### config.mk
export PLATFORM = sky130hd
export DESIGN_NAME = updown_mod_counter
export DESIGN_NICKNAME = d
export VERILOG_FILES = /design/src/rtl/updown_mod_counter.sv
export SDC_FILE = /design/constraint.sdc
export NUM_CORES = 1
export LEC_CHECK = 0
export CAP_MARGIN = 25
export CELL_PAD_IN_SITES_DETAIL_PLACEMENT = 1
export CELL_PAD_IN_SITES_GLOBAL_PLACEMENT = 1
export CORE_AREA = 2 2 81 60
export CTS_CLUSTER_DIAMETER = 40
export CTS_CLUSTER_SIZE = 24
export DETAILED_ROUTE_END_ITERATION = 10
export DIE_AREA = 0 0 83 62
export PLACE_DENSITY_LB_ADDON = 0.1
export SLEW_MARGIN = 20
export SYNTH_ARGS = -nofsm -noshare
export SYNTH_HDL_FRONTEND = slang
export SYNTH_SLANG_ARGS = --single-unit
### constraint.sdc
create_clock -name clk -period 2.45 [get_ports clk]
set_clock_uncertainty 0.1 [all_clocks]
set_input_delay 0.49 -clock clk [delete_from_list [all_inputs] [get_ports clk]]
set_output_delay 0.49 -clock clk [all_outputs]
set_load 0.03 [all_outputs]
### src/rtl/updown_mod_counter.sv
// Up/down modulo counter with load, terminal-count pulse, sticky overflow and optional snapshot register.
// Define UPDOWN_MOD_COUNTER_CAPTURE_EN to build the capture register; otherwise capture_val is tied to zero.
module updown_mod_counter #(
  parameter int unsigned     WIDTH    = 12,
  parameter longint unsigned MODULUS  = 4096,
  parameter bit              SATURATE = 1'b0
) (
  input  logic             clk,
  input  logic             reset,
  input  logic             en,
  input  logic             up,
  input  logic             load,
  input  logic [WIDTH-1:0] load_val,
  input  logic             clr_ovf,
  input  logic             capture,
  output logic [WIDTH-1:0] count,
  output logic             tc,
  output logic             ovf,
  output logic [WIDTH-1:0] capture_val
);

  // Comparisons against MODULUS use one extra bit so MODULUS = 2^WIDTH cannot overflow.
  localparam logic [WIDTH-1:0] MAX_VAL = WIDTH'(MODULUS - 64'd1);
  localparam logic [WIDTH:0]   MOD_EXT = (WIDTH+1)'(MODULUS);

  logic             at_limit;
  logic             terminal;
  logic [WIDTH-1:0] next_step;
  logic [WIDTH-1:0] load_clamped;

  always_comb begin
    at_limit     = up ? (count == MAX_VAL) : (count == '0);
    terminal     = en & ~load & at_limit;
    load_clamped = ({1'b0, load_val} >= MOD_EXT) ? MAX_VAL : load_val;
    next_step    = count;
    if (!at_limit) begin
      next_step = up ? (count + WIDTH'(1)) : (count - WIDTH'(1));
    end else if (!SATURATE) begin
      next_step = up ? '0 : MAX_VAL;
    end
  end

  always_ff @(posedge clk) begin
    if (reset) begin
      count <= '0;
      tc    <= 1'b0;
      ovf   <= 1'b0;
    end else begin
      tc <= terminal;
      if (load) begin
        count <= load_clamped;
      end else if (en) begin
        count <= next_step;
      end
      // A terminal event wins over a simultaneous clear.
      if (terminal) begin
        ovf <= 1'b1;
      end else if (clr_ovf) begin
        ovf <= 1'b0;
      end
    end
  end

`ifdef UPDOWN_MOD_COUNTER_CAPTURE_EN
  always_ff @(posedge clk) begin
    if (reset) begin
      capture_val <= '0;
    end else if (capture) begin
      capture_val <= count;
    end
  end
`else
  logic unused_capture;
  assign unused_capture = capture;
  assign capture_val    = '0;
`endif

endmodule

==> summary.md <==
Aggregate routed wire length: 4.58 mm. The depth of the CTS H-tree came out at 1. The flow ran to the end, and the final reports show no timing, DRC or antenna violations.

The worst setup path category is input port to flip-flop. Walking the worst path, the cells encountered are dlygate4sd2_1 -> inv_2 -> buf_4 -> ha_1 -> buf_4 -> nand2_1 -> nand2_1 -> a31oi_1 -> xnor2_1 -> a21oi_1 -> nor3_1. The longest clock path from root to sink contains 2 buffers. The first global-routing pass estimated 7.18 mm of wire. The routed design could run at a clock period as short as 2320 ps. For the clock insertion delay at the later pin of the skew report, the log shows 250 ps.

The die covers 0.00515 mm2. After clock tree synthesis, the flow added hold-fix buffers numbering 0. Of all nets on the critical path, the largest fanout is 7.

The number of antenna repair diodes came out at 0. The tools report the critical path arrival as 2390 ps. For the achievable clock frequency, the log shows 0.430 GHz. For the number of pins with negative max-slew slack in the final report, the log shows 0. The area growth from synthesis to layout was 44.4%. The per-instance average area after synthesis came out at 7.22 um2.

Following the worst setup path forward leads to its endpoint at count[8]. After detailed routing, the number of vias per cell comes to 5.09. The critical path depth in cells was 11. After the flow finishes, the layout carries non-filler instances totaling 288. For the initial cell density of the core, the log shows 28.8%.

The residual antenna-violating net count after detailed routing is 0, and the power per cell area is 536 mW/mm2. In the layout the commonest cells are clkdlybuf4s50_1, buf_4, a21oi_1, nor2_1, dfxtp_1. Flip-flop and latch count after synthesis: 14. CTS saw 14 sinks. In this run, the number of DRC markers left after iteration 0 of detailed routing was 76. The share of the Yosys chip area taken by registers is 21.7%.

The root buffer cell chosen for the clock tree is clkbuf_8. In this run the register-to-register setup slack is 380 ps. Yosys mapped the design onto 36 distinct sky130hd cell types.

Cell type with the highest aggregate area in the netlist: dfxtp_1. The worst path uses 94.9% of the clock period. Tracing the worst setup path back leads to its startpoint at up. STA puts the critical path data required time at 2520 ps. The placeable core area is 0.00449 mm2. The most common cell after layout, fill and taps aside was clkdlybuf4s50_1. TritonCTS built the clock tree. The top cell type's share of synthesized area is 21.7%, and the number of synthesis warnings is 0. The worst register-to-register path ends at count[8]. The worst setup path is launched from an input port. In the final design database the tool counted 263 nets. Cell at the slowest stage of the critical path: ha_1. In the post-synthesis netlist, the biggest area contributors are dfxtp_1, a21oi_1, ha_1. The tool flagged a number of max-cap violations equal to 0.

During I/O placement, the number of pins put on the boundary was 45. Detailed placement finished with a half-perimeter wire length of 3.57 mm. Die outline height: 62 um. The total count of hold-check failures in the final report is 0. The detailed router placed 1,465 vias in this run. The cell count after synthesis came out at 179. For this run, design rule violations remaining after detail routing come to 0. IR analysis of the VDD net gives a maximum drop of 0.221 mV. The run gives 25 as the pin count of the biggest net entering global routing. The number of setup violations in the final report is 0.

The detailed-route wire length per cell was 15.9 um. The startpoint identified for the worst register-to-register timing path is count[1]. The number of buffers and inverters on the critical path is 4.

In this run the static leakage power is 0.000774 uW. The type of the tightest min-delay check was flip-flop to flip-flop. The post-route netlist has 17.7% of its cells at a drive strength greater than 1. The logs give 0.00129 mm2 for the cell area after synthesis and 1000 uW for the power after layout.

Clock-pin slew was measured on the worst setup and hold paths at 70 ps. In this run, CTS created clock tree buffers numbering 3. The count of TritonRoute iterations in the first routing pass was 4; the delay of the slowest cell on the worst path was 330 ps. For the number of standard-cell rows in the floorplan, the log shows 21. After detailed placement, the design holds a cell count of 284. The die boundary width was 83 um.

The congestion estimate from routability-driven global placement came to 0.765. Counting cells, the worst reg-to-reg path comes to 7. Setup repair after global routing left no endpoint under its margin. The type of destination of the critical path was a flip-flop. The tools report the initial antenna violation count as 0. Among cell families on the critical path, the largest total delay comes from buffers and inverters. The number of global-route vias before repair is 1,446.

The quantity of I/O buffers inserted on ports was 31; the total overflow reported by the global router was 0. The tools report the aggregate global-route resource usage as 17.9%.
-- sequential cells by signal (all words and copies together) (netlist names) --
| name | count |
|---|---|
| ovf | 1 |
| count | 12 |
| tc | 1 |
-- cells by family (layout without fill, tap and decap cells) --
kind of cell | Yosys count | in the layout | synth area share [%]
adders and majority gates | 11 | 11 | 11.2
DFF | 14 | 14 | 21.7
xor gates and xnor gates | 11 | 11 | 7.45
other | 1 | 12 | 0.290
buffers and inverters | 24 | 65 | 11.0
AOI/OAI and AO/OA | 57 | 57 | 26.5
and+or+nand+nor | 61 | 61 | 21.8
-- cell type report --
cell class,instances,area (um2)
fill,558,2630
multi-input combinational,152,951
timing repair buffer,57,504
sequential,14,280
tap,57,71.3
clock buffer,3,41.3
inverter,5,18.8
-- metal layers --
layer  up-vias  routed length, um  global-route usage, %
li1        724                  -                      -
met1       702               2150                   22.1
met2        37               2190                   33.3
met3         2                211                   4.23
met4         0                 35                   3.04
met5         -                  0                      0
-- worst register-to-register path: cells and delay by family (launching register included) --
kind | cells | cell delay [ps]
AOI/OAI and AO/OA | 4 | 710
adders and majority gates | 1 | 440
DFF | 1 | 380
xor gates and xnor gates | 1 | 190
and+or+nand+nor | 1 | 170
-- cell usage after synthesis --
cell,n
xor2_1,2
dfxtp_1,14
a21bo_2,1
nand4_1,3
nand2_1,13
o21ai_0,10
nand3_1,2
a21o_2,1
a2111oi_0,1
o2bb2ai_1,1
ha_1,10
buf_6,1
or4_4,1
a31oi_1,3
a21boi_0,1
buf_4,12
nor4_1,2
nor2b_1,3
nor3b_1,1
nor2_1,22
buf_1,2
xnor2_1,9
o21bai_1,2
a21oi_1,27
inv_1,5
conb_1,1
a211o_1,1
nor3_1,13
a21oi_2,1
a21o_1,2
a211oi_1,3
nand2b_1,1
o31ai_1,1
fa_1,1
clkbuf_1,4
a311oi_1,2
-- where the power goes --
part           switching (uW)  internal [uW]  total [uW]
clock network            91.8            109         201
logic                     272            234         506
registers                42.6            252         294
total                     407            595        1000
-- metrics by stage --
step	TNS, ps	hold slack [ps]	setup slack [ps]	instance area [um2]	util, %
floorplan	0	469	191	1330	-
global placement	-2470	374	-370	1780	39.6
detailed placement	-3160	386	-474	1780	39.6
CTS	0	394	126	1860	41.4
global route	0	417	42.1	1870	41.5
finish	0	394	126	1870	41.5
-- how the worst min path moves through the flow --
stage / start / to / slack [ps] / depth (start not counted)
after global placement: ovf / ovf / 370 / 2
after detailed placement: ovf / ovf / 390 / 2
after CTS: ovf / ovf / 390 / 2
after global routing: ovf / ovf / 420 / 2
final: ovf / ovf / 390 / 2
after floorplan: reset / count[4] / 470 / 1
-- timing repair --
item | in CTS | in global routing
resized for setup | 8 | 1
buffers inserted | 1 | 0
cloned | 0 | 0
endpoints found under the setup margin | 7 | 1
pin swaps | 4 | 0
(Power assumes the default switching activity.)
